===== config.mk =====
export PLATFORM = sky130hd
export DESIGN_NAME = gtxe2_chnl_tx_oobseq
export DESIGN_NICKNAME = d
export VERILOG_FILES = /design/src/rtl/gtxe2_chnl_tx_oobseq.sv
export SDC_FILE = /design/constraint.sdc
export NUM_CORES = 1
export LEC_CHECK = 0
export ABC_CLOCK_PERIOD_IN_PS = 5250
export CAP_MARGIN = 20
export CORE_AREA = 2 2 59 61
export CTS_CLUSTER_SIZE = 12
export DETAILED_ROUTE_END_ITERATION = 7
export DIE_AREA = 0 0 61 63
export PLACE_DENSITY = 0.91
export SYNTH_ARGS = -nofsm -noshare
export SYNTH_HDL_FRONTEND = slang
export SYNTH_SLANG_ARGS = --single-unit

===== constraint.sdc =====
create_clock -name clk -period 5.25 [get_ports clk]
set_input_delay 0.7875 -clock clk [delete_from_list [all_inputs] [get_ports clk]]
set_output_delay 0.7875 -clock clk [all_outputs]
set_load 0.01 [all_outputs]

===== src/rtl/gtxe2_chnl_tx_oobseq.sv =====
// gtxe2_chnl_tx_oobseq: SATA/SAS OOB burst/gap sequencer emitting ALIGNp bursts separated by electrical idle
// Optional feature macro: OOB_COMSAS_EN adds the TXCOMSAS request (lowest priority, SAS_GAP_LEN gaps).
module gtxe2_chnl_tx_oobseq #(
    parameter int WIDTH        = 20,
    parameter int BURST_CNT    = 6,
    parameter int BURST_LEN    = 16,
    parameter int INIT_GAP_LEN = 48,
    parameter int WAKE_GAP_LEN = 16,
    parameter int SAS_GAP_LEN  = 144
) (
    input  logic             clk,
    input  logic             reset,
    input  logic             TXCOMINIT,
    input  logic             TXCOMWAKE,
`ifdef OOB_COMSAS_EN
    input  logic             TXCOMSAS,
`endif
    input  logic             disparity,
    output logic [WIDTH-1:0] outdata,
    output logic             outval,
    output logic             idle,
    output logic             busy,
    output logic             TXCOMFINISH,
    output logic             out_disp
);
    localparam int NS   = WIDTH / 10;
    localparam int M1   = BURST_LEN > INIT_GAP_LEN ? BURST_LEN : INIT_GAP_LEN;
    localparam int M2   = M1 > WAKE_GAP_LEN ? M1 : WAKE_GAP_LEN;
    localparam int MAXL = M2 > SAS_GAP_LEN ? M2 : SAS_GAP_LEN;
    localparam int CW   = $clog2(MAXL + 1);
    localparam int BW   = $clog2(BURST_CNT + 1);

    localparam logic [9:0] K28_N = 10'b0011111010;
    localparam logic [9:0] K28_P = 10'b1100000101;
    localparam logic [9:0] D10   = 10'b0101010101;
    localparam logic [9:0] D27_N = 10'b1101100011;
    localparam logic [9:0] D27_P = 10'b0010011100;

    typedef enum logic [1:0] {IDLE, BURST, GAP, DONE} state_t;

    state_t           state_q, state_d;
    logic [CW-1:0]    cnt_q, cnt_d;
    logic [CW-1:0]    gap_len_q, gap_len_d;
    logic [BW-1:0]    burst_no_q, burst_no_d;
    logic [1:0]       sym_q, sym_d;
    logic [WIDTH-1:0] outdata_q, outdata_d;
    logic             outval_q, outval_d;
    logic             idle_q, idle_d;
    logic             busy_q, busy_d;
    logic             finish_q, finish_d;
    logic             out_disp_q, out_disp_d;

    logic             req;
    logic [CW-1:0]    req_gap;
    logic [WIDTH-1:0] sym_data;
    logic             sym_rd;
    logic [1:0]       s;
    logic [9:0]       code;

`ifdef OOB_COMSAS_EN
    assign req     = TXCOMINIT | TXCOMWAKE | TXCOMSAS;
    assign req_gap = TXCOMINIT ? CW'(INIT_GAP_LEN) : TXCOMWAKE ? CW'(WAKE_GAP_LEN) : CW'(SAS_GAP_LEN);
`else
    assign req     = TXCOMINIT | TXCOMWAKE;
    assign req_gap = TXCOMINIT ? CW'(INIT_GAP_LEN) : CW'(WAKE_GAP_LEN);
`endif

    // Sequence control: phase counter, burst counter and the gap length chosen at request time
    always_comb begin
        state_d    = state_q;
        cnt_d      = cnt_q;
        gap_len_d  = gap_len_q;
        burst_no_d = burst_no_q;
        case (state_q)
            IDLE: if (req) begin
                state_d    = BURST;
                cnt_d      = '0;
                gap_len_d  = req_gap;
                burst_no_d = '0;
            end
            BURST: begin
                state_d = (cnt_q == CW'(BURST_LEN - 1)) ? GAP : BURST;
                cnt_d   = (cnt_q == CW'(BURST_LEN - 1)) ? '0 : cnt_q + CW'(1);
            end
            GAP: if (cnt_q == gap_len_q - CW'(1)) begin
                cnt_d      = '0;
                burst_no_d = burst_no_q + BW'(1);
                state_d    = (burst_no_q == BW'(BURST_CNT - 1)) ? DONE : BURST;
            end else begin
                cnt_d = cnt_q + CW'(1);
            end
            DONE:    state_d = IDLE;
            default: state_d = IDLE;
        endcase
    end

    // ALIGNp symbols for this cycle; disparity restarts from the input on the first burst cycle
    always_comb begin
        sym_data = '0;
        s        = '0;
        code     = '0;
        sym_rd   = (cnt_q == '0) ? disparity : out_disp_q;
        for (int i = 0; i < NS; i++) begin
            s      = sym_q + 2'(i);
            code   = (s == 2'd0) ? (sym_rd ? K28_P : K28_N) : (s == 2'd3) ? (sym_rd ? D27_P : D27_N) : D10;
            sym_data[10*i +: 10] = code;
            sym_rd = sym_rd ^ (s == 2'd0 || s == 2'd3);
        end
    end

    // Registered outputs derived from the current phase
    always_comb begin
        outval_d   = state_q == BURST;
        idle_d     = state_q == GAP;
        busy_d     = state_q != IDLE;
        finish_d   = state_q == DONE;
        outdata_d  = (state_q == BURST) ? sym_data : '0;
        out_disp_d = (state_q == BURST) ? sym_rd : out_disp_q;
        sym_d      = (state_q == BURST) ? sym_q + 2'(NS) : 2'd0;
    end

    // State and output registers
    always_ff @(posedge clk or posedge reset) begin
        if (reset) begin
            state_q    <= IDLE;
            cnt_q      <= '0;
            gap_len_q  <= '0;
            burst_no_q <= '0;
            sym_q      <= '0;
            outdata_q  <= '0;
            outval_q   <= 1'b0;
            idle_q     <= 1'b0;
            busy_q     <= 1'b0;
            finish_q   <= 1'b0;
            out_disp_q <= 1'b0;
        end else begin
            state_q    <= state_d;
            cnt_q      <= cnt_d;
            gap_len_q  <= gap_len_d;
            burst_no_q <= burst_no_d;
            sym_q      <= sym_d;
            outdata_q  <= outdata_d;
            outval_q   <= outval_d;
            idle_q     <= idle_d;
            busy_q     <= busy_d;
            finish_q   <= finish_d;
            out_disp_q <= out_disp_d;
        end
    end

    assign outdata     = outdata_q;
    assign outval      = outval_q;
    assign idle        = idle_q;
    assign busy        = busy_q;
    assign TXCOMFINISH = finish_q;
    assign out_disp    = out_disp_q;
endmodule


==> flow_summary.ini <==
[worst_setup_path]
cp_top_family = simple AND/OR/NAND/NOR gates
critPathMostFrequentCell = ha_1
cpPeakStageDelay_ns = 0.51
path_max_fanout = 7
cp_slowest_cell = nor4_2
path_cells = nor4_2 > nand3_1 > mux2i_1 > ha_1 > inv_1 > ha_1 > mux2_2
cp-end-kind = register
crit_required_ns = 5.47
path_buf_inv = 1
arrival_ns = 2.71
path_class = register to register
setup.worst_path.start_class = register

[yosys]
synth_fp_nets = 191
ys_types = 38
synth-simple-area-share_pct = 17.3
synthMuxAreaShare_pct = 2.58
synth-xor-area-share_pct = 1.03
synth_compound_area_share_pct = 14.5
synth_top_family_by_area = simple AND/OR/NAND/NOR gates
syn_area_um2 = 1700
synthFlopType = dfrtp_1
synth_cells = 169
ys_ff_latch = 29
syn-mean-instance-area_um2 = 10.0
synth_enable_flop_cells = 0
synth_fa_ha_area_share_pct = 12.5
synthArstFlopShare_pct = 100
ys_warn_count = 0
ys_seq_area_share_pct = 42.8

[final_layout]
final_cell_mix = dfrtp_1, clkdlybuf4s50_1, ha_1, nand2_1, inv_1
area_growth_pct = 20.6
finalNonFillerCells = 236
n_antenna_cell = 0
final_util_pct = 63.3
drive_gt1_share_pct = 9.47
layout.nets = 211
fin_area_um2 = 2040

[detailed_routing]
post_drt_wl_per_cell_um = 13.4
drt-pass1-iter-count = 4
wl_um = 3160
drt_iter0_drc = 50
met2_length_um = 1630
ant_nets = 0
drc = 0
via_per_inst = 5.45
vias = 1286
dr.max_layer_used = met4
wl_met1_um = 1330
route.met3.wl_um = 142

[sta]
final.period_utilization_pct = 47.5
fin_crit_ns = 2.49
max_clock_freq_mhz = 401
worst_pin_slew_ns = 0.644
setup_viol = 0
report.final.slew_viol_count = 0
whs_ns = 0.515
hold_violations = 0
fin_skew_ns = 0.0126
rsz0062_at_grt = false
tns_ns = 0
slew_headroom_pct = 56.7

[die]
start_util_pct = 52.5
rows = 21
dieWidth_um = 61
coreArea_um2 = 3230
fp.dieH_um = 63
boundaryPins = 30
dieArea_um2 = 3840

[flow_run]
drv_cap = 0

[clock_network]
cts_made_buffers = 5
cts_resized = 0
cts_tree = built
cts_hold_buffers = 0
clkSlewWorstSetupHoldPaths_ns = 0.10
h-tree-depth = 2
cts_root_buf = clkbuf_4
cts.sinks = 29
clk_latency_ns = 0.32
cts_setup_buffers = 0
cts.path.max_buffers = 2

[global_route]
grt_pass1_wl_um = 5310
track_usage_pct = 18.1
first_global_vias = 1264
antenna_found_initial = 0
grt_max_degree = 30
grt_overflow = 0

[placement]
io_buffers = 29
gp_congestion = 0.781
placed_cell_area_um2 = 1930
dp_hpwl_um = 2320
dp_cells = 227

[pwr]
power.density_nw_per_um2 = 490
p_leak_nw = 0.942
ir_drop_mv = 0.149

[hold_path]
worstHoldPathType = register to register

[status]
outcome = completed
-- cell families (layout without fill, tap and decap cells) --
family | after synthesis | after routing
fa+ha+maj | 17 | 17
mux | 4 | 4
compound gates | 33 | 33
buf+inv | 29 | 50
xor+xnor | 2 | 2
simple gates | 55 | 55
flops | 29 | 29
-- flip-flops by register name, summed over array words and instances (netlist names) --
register     cells
out_disp         1
outval           1
gap_len_q        2
outdata          8
idle             1
burst_no_q       3
sym_q            1
TXCOMFINISH      1
busy             1
state_q          2
cnt_q            8
-- worst register-to-register path: stages, from the launching register on --
cell	delay [ns]
dfrtp_1	0.48
nor4_2	0.51
nand3_1	0.18
mux2i_1	0.35
ha_1	0.32
inv_1	0.06
ha_1	0.22
mux2_2	0.27
-- worst paths after layout --
path	from	end	slack, ns	depth (start not counted)
setup / recovery	cnt_q[4]	out_disp	2.76	7
hold / removal	gap_len_q[5]	gap_len_q[5]	0.51	1
setup reg to reg	cnt_q[4]	out_disp	2.76	7
hold reg to reg	gap_len_q[5]	gap_len_q[5]	0.51	1
max in group asynchronous	reset	outdata[2]	4.09	3
min in group asynchronous	reset	TXCOMFINISH	0.74	2
-- per-layer routing --
layer	vias up	track usage, %
met4	0	9.24
li1	610	-
met2	44	30.9
met1	626	20.6
met5	-	0
met3	6	3.52
-- cells in the mapped netlist, types with 3 or more instances --
| cell | number | area share, % |
|---|---|---|
| o21ai_1 | 3 | 0.89 |
| and2_1 | 5 | 1.8 |
| nand2_1 | 14 | 3.1 |
| a21oi_1 | 3 | 0.89 |
| buf_4 | 12 | 5.3 |
| inv_1 | 12 | 2.7 |
| and3_1 | 3 | 1.1 |
| ha_1 | 17 | 13 |
| dfrtp_1 | 29 | 43 |
| o21ai_0 | 10 | 3.0 |
| mux2_2 | 3 | 2.0 |
| clkbuf_1 | 3 | 0.66 |
| a22o_1 | 6 | 3.1 |
| nor2_1 | 5 | 1.1 |
| nand3_1 | 9 | 2.7 |
| nor3_1 | 3 | 0.89 |
| nor2b_1 | 6 | 2.2 |
-- stage by stage --
step                power (mW)  worst slack, ns
floorplan                0.655             3.08
global placement         0.794             2.72
detailed placement       0.816             2.64
CTS                       1.00             2.77
global route              1.08             2.57
finish                    1.00             2.76
-- layout make-up --
class                   instances  area, um^2
clock buffers                   7        55.1
clock inverters                 1        30.0
fillers                       246        1190
inverters                      12        45.0
multi-input cells             111         813
flip-flops and latches         29         726
well taps                      46        57.6
repair buffers                 30         318
-- power by group --
group          switching (mW)  total, mW  internal (mW)  leakage, nW
Clock                  0.0733      0.187          0.114       0.0455
Sequential             0.0412      0.324          0.282        0.370
Combinational           0.240      0.492          0.252        0.527
Total                   0.355       1.00          0.648        0.942
No activity file was read; power rests on OpenSTA's default activity.
==> patch 1: new RTL, same settings <==
Add an input register stage for `disparity`, with the module's reset; this delays it by one clock. The other inputs are not delayed to match. Comments in the files are not updated.
--- a/src/rtl/gtxe2_chnl_tx_oobseq.sv
+++ b/src/rtl/gtxe2_chnl_tx_oobseq.sv
@@ -37,6 +37,16 @@
     localparam logic [9:0] D27_P = 10'b0010011100;
 
     typedef enum logic [1:0] {IDLE, BURST, GAP, DONE} state_t;
+
+    logic disparity_q;
+
+    always_ff @(posedge clk or posedge reset) begin
+        if (reset) begin
+            disparity_q <= '0;
+        end else begin
+            disparity_q <= disparity;
+        end
+    end
 
     state_t           state_q, state_d;
     logic [CW-1:0]    cnt_q, cnt_d;
@@ -99,7 +109,7 @@
         sym_data = '0;
         s        = '0;
         code     = '0;
-        sym_rd   = (cnt_q == '0) ? disparity : out_disp_q;
+        sym_rd   = (cnt_q == '0) ? disparity_q : out_disp_q;
         for (int i = 0; i < NS; i++) begin
             s      = sym_q + 2'(i);
             code   = (s == 2'd0) ? (sym_rd ? K28_P : K28_N) : (s == 2'd3) ? (sym_rd ? D27_P : D27_N) : D10;
Function: changed (Yosys sat finds a counterexample within 4 cycles, from zero or initial values and one cycle with reset high).
==> patch 1 against the original RTL <==
Area after synthesis is 3.5% lower. Sequential cell count is 1 higher. Worst setup slack better by 0.19 ns. Final cell count is 5.9% lower. Worst hold slack better by 0.027 ns. Die area stayed put. Wire length is 4.9% lower. Final area is 4.3% lower. Critical path type unchanged.
Power is not compared: it rests on default switching activity, and its combinational part moved more than twofold at a synthesized area within 25%.
==> patch 1: results (changes against the original RTL) <==
[timing]
skew_ns=0.01198  ; -0.0006125 ns
relSlewSlack=0.6385  ; +0.07103
setup_tns_ns=0  ; unchanged

[clock_network]
worstSkewPairLatency_ns=0.34  ; +0.02 ns
cts_buffers=5  ; unchanged
cts_root_buf=clkbuf_4
path_clk_slew_ns=0.09
cts_setup_buffers=0  ; unchanged
ctsHtreeMaxLevel=2  ; unchanged
post_cts_resized=0  ; unchanged
clk_path_buf_depth=2  ; unchanged

[logic_synthesis]
ys.warnings.count=0  ; unchanged
synth_nets=175  ; -8.4%
synthCells=153  ; -9.5%
seq_area_frac_synth=0.4591  ; +0.03102
synth_area_leaders=dfrtp_1 (46%), ha_1 (13%), a22o_1 (5.9%)
netlist_top_cells_count=dfrtp_1 (30), ha_1 (17), inv_1 (13), buf_4 (12)
synth_edf_count=0  ; unchanged
async_flop_share=1.000  ; unchanged
synth_cell_types=33  ; -13%

[grt]
grt_usage=0.1791  ; -0.001667
grt_pass1_wl_um=5119  ; -3.7%
antenna_found_initial=0  ; unchanged
grt_max_degree=31  ; +3.3%

[critical_path]
rr_startpoint=cnt_q[7]
cp_slowest_cell=dfrtp_1
crit_arrival_ns=2.53  ; -0.18 ns
r2r-end=out_disp
critPathMaxFanout=5  ; -2
ff2ff_setup_slack_ns=2.94  ; +0.19 ns
path_delay_family=multiplexers
rr_worst_depth=7  ; unchanged
slowest_delay_ns=0.44  ; -0.07 ns

[route]
vias=1188  ; -7.6%
via_per_inst=5.351  ; -1.8%
drt_iter0_markers=31  ; -38%
avgRoutedWirePerCell_um=13.54  ; +1.1%

[outcome]
status=finished clean

[placement]
pre_cts_ws_ns=2.982  ; +0.3426 ns
place_inst=214  ; -5.7%
globalplace.congestion=0.8013  ; +2.6%
hpwl_um=2277  ; -1.9%
io_buffers=29  ; unchanged

[final_layout]
diodes=0  ; unchanged
fin_nets=198  ; -6.2%
drive_gt1_frac=0.07386  ; -0.02087

[hold_path]
min_from=gap_len_q[5]
holdCritPathClass=flop to flop
min_to=gap_len_q[5]
hold-path-cell-count=1  ; unchanged

[pwr]
p_leak_nw=0.9275

## patch 1: worst max-delay path by stage
stage,start,end,slack (ns),depth (start not counted)
6_report,cnt_q[7],out_disp,2.94,7
5_1_grt,cnt_q[7],out_disp,2.74,7
4_1_cts,cnt_q[7],out_disp,2.95,7
3_5_place_dp,cnt_q[7],out_disp,2.98,7
3_3_place_gp,TXCOMINIT,cnt_q[0],3.02,6
2_1_floorplan,cnt_q[7],out_disp,3.19,7
## patch 1: final cells by class
type | instances | area, µm²
clock buffer | 7 | 45.04
fill | 250 | 1275
inverter | 14 | 52.55
multi-input combinational | 95 | 733.2
sequential | 30 | 750.7
tap | 46 | 57.56
timing repair buffer | 30 | 317.8
## patch 1: layer usage
layer	part of all wire	track usage
met1	0.39	0.2059
met2	0.55	0.2970
met3	0.039	0.05176
met4	0.020	0.08424
met5	0	0
## patch 1: through the flow
stage | power [W] | utilization | area (µm²) | hold WS, ns
finish | 0.0003853 | 0.6055 | 1957 | 0.5423
global route | 0.0003999 | 0.6055 | 1957 | 0.5600
CTS | 0.0003853 | 0.5970 | 1929 | 0.5463
detailed placement | 0.0002622 | 0.5830 | 1884 | 0.5215
global placement | 0.0002614 | 0.5830 | 1884 | 0.4859
floorplan | 0.0002513 | - | 1635 | 0.4660
## patch 1: worst register-to-register path: cells and delay by family, from the launching register on
family	cells	cell delay, ns
buffers and inverters	1	0.06
flip-flops	1	0.44
AND/OR/NAND/NOR	2	0.56
adder cells (fa/ha/maj)	2	0.53
multiplexers	2	0.60
## patch 1: power breakdown
part	switching [W]	internal (W)
Sequential	0.00000153	0.000233
Combinational	0.0000112	0.0000136
Clock	0.0000754	0.0000504
## patch 1: logic make-up (layout without fill, tap and decap cells)
| kind of cell | Yosys count | count (layout) | share of synthesized area |
|---|---|---|---|
| adder cells (fa/ha/maj) | 17 | 17 | 0.1301 |
| AO/OA/AOI/OAI | 35 | 35 | 0.1591 |
| buffers and inverters | 28 | 51 | 0.09258 |
| XOR/XNOR | 2 | 2 | 0.01071 |
| AND/OR/NAND/NOR | 38 | 38 | 0.1262 |
| flip-flops | 30 | 30 | 0.4591 |
| multiplexers | 3 | 3 | 0.02219 |
==> patch 2: new RTL, same settings <==
Without the edit above. Build with the macro `OOB_COMSAS_EN` defined.
--- a/src/rtl/gtxe2_chnl_tx_oobseq.sv
+++ b/src/rtl/gtxe2_chnl_tx_oobseq.sv
@@ -1,5 +1,7 @@
 // gtxe2_chnl_tx_oobseq: SATA/SAS OOB burst/gap sequencer emitting ALIGNp bursts separated by electrical idle
 // Optional feature macro: OOB_COMSAS_EN adds the TXCOMSAS request (lowest priority, SAS_GAP_LEN gaps).
+`define OOB_COMSAS_EN
+
 module gtxe2_chnl_tx_oobseq #(
     parameter int WIDTH        = 20,
     parameter int BURST_CNT    = 6,
Ports: changed (added TXCOMSAS); port bits go from 30 to 31. No check against the original RTL was run, so the function may have changed too.
==> patch 2 against the original RTL <==
Area after synthesis increased by 2.4%. Worst setup slack better by 0.15 ns. Final area grew 2.6%. Utilization up 1.6 points. First-iteration DRC count decreased by 20%. Via count fell by 1.3%. Worst hold slack got worse by 0.0028 ns. Sequential cell count increased by 1. Wire length fell by 5.0%. Critical path depth unchanged. Maximum frequency increased by 6.4%. Critical path type unchanged. Critical endpoint unchanged. Largest cell class unchanged.
Power is not compared: it rests on default switching activity, and its combinational part moved more than twofold at a synthesized area within 25%.
==> patch 2: results (changes against the original RTL) <==
[outcome]
status=finished clean

[route]
met3WireLength_um=176  ; +24%
wl_met1_um=1256  ; -5.7%
drt_iter0_markers=40  ; -20%
vias=1269  ; -1.3%
wl_um=3003  ; -5.0%
dr.pass1.iters=4  ; unchanged
met2_wirelength_um=1494  ; -8.2%

[placement]
globalplace.congestion=0.8252  ; +5.6%
pre_cts_ws_ns=2.763  ; +0.1233 ns
hpwl_um=2240  ; -3.5%
io_buffers=30  ; +3.4%

[final_layout]
drive_gt1_frac=0.1015  ; +0.006786
fin_nets=221  ; +4.7%
diodes=0  ; unchanged

[grt]
grt_usage=0.1858  ; +0.004983
met3_usage=0.06211  ; +0.02692
grt_use_met2=0.2823  ; -0.02688
antenna_found_initial=0  ; unchanged
grt_pass1_wl_um=5202  ; -2.1%
grt_pass1_vias=1193  ; -5.6%
grt_use_met1=0.2299  ; +0.02441
grt-busiest-layer=met2
grt_max_degree=19  ; -37%

[clock_network]
ctsHtreeMaxLevel=2  ; unchanged
cts_root_buf=clkbuf_4
cts_buffers=5  ; unchanged
worstSkewPairLatency_ns=0.34  ; +0.02 ns

[logic_synthesis]
seq_area_frac_synth=0.4323  ; +0.004232
synth_nets=198  ; +3.7%
synth_cell_types=39  ; +2.6%
netlist_top_cells_count=dfrtp_1 (30), ha_1 (19), inv_1 (14), nand2_1 (14)
synth_area_leaders=dfrtp_1 (43%), ha_1 (14%), buf_4 (5.2%)

[pwr]
p_leak_nw=0.9548

[timing]
worstMarginPinSlew_ns=0.8029  ; +0.1584 ns
skew_ns=0.01061  ; -0.001984 ns

[critical_path]
crit_arrival_ns=2.58  ; -0.13 ns
rr_startpoint=cnt_q[5]

[hold_path]
holdCritPathClass=flop to flop

## patch 2: cell types whose count changed after synthesis, sizes merged, moves of 3 or more
cell | before | now
nand3 | 9 | 4
o211ai | 0 | 7
a21oi | 4 | 1
a22o | 6 | 3
nor2 | 5 | 12
## patch 2: cell families after synthesis
family	count (synthesis)	synth area share
DFF	30	0.4323
AOI/OAI and AO/OA	35	0.1398
xor gates and xnor gates	3	0.01513
buffers and inverters	29	0.08934
adders and majority gates	19	0.1369
and+or+nand+nor	52	0.1520
muxes	5	0.03458
## patch 2: worst max-delay path: stages, from the launching register on
cell and delay [ns]:
dfrtp_1 0.47, nor4_2 0.42, nand3_1 0.16, mux2i_1 0.37
ha_1 0.31, inv_1 0.05, ha_1 0.21, mux2_2 0.26
## patch 2: per-stage QoR
stage                power, W  cell area (µm²)  std cells  utilization
floorplan           0.0002393             1737        173            -
global placement    0.0002447             1992        234       0.6163
detailed placement  0.0002475             2019        235       0.6249
CTS                 0.0004296             2097        243       0.6489
global route        0.0004424             2097        243       0.6489
finish              0.0004238             2097        243       0.6489
## patch 2: cell type report
cell class,instances,area [µm²]
fillers,255,1135
multi-input cells,114,830.8
flip-flops and latches,30,750.7
repair buffers,31,327.8
well taps,46,57.56
inverters,14,52.55
clock inverters,3,40.04
clock buffers,5,37.54
## patch 2: worst paths after layout
kind / endpoint / slack, ns / cells after the start
max reg2reg: out_disp / 2.91 / 7
min reg2reg: gap_len_q[5] / 0.51 / 1
max in group asynchronous: outdata[18] / 3.96 / 3
max: out_disp / 2.91 / 7
min: gap_len_q[5] / 0.51 / 1
min in group asynchronous: state_q[1] / 0.80 / 2
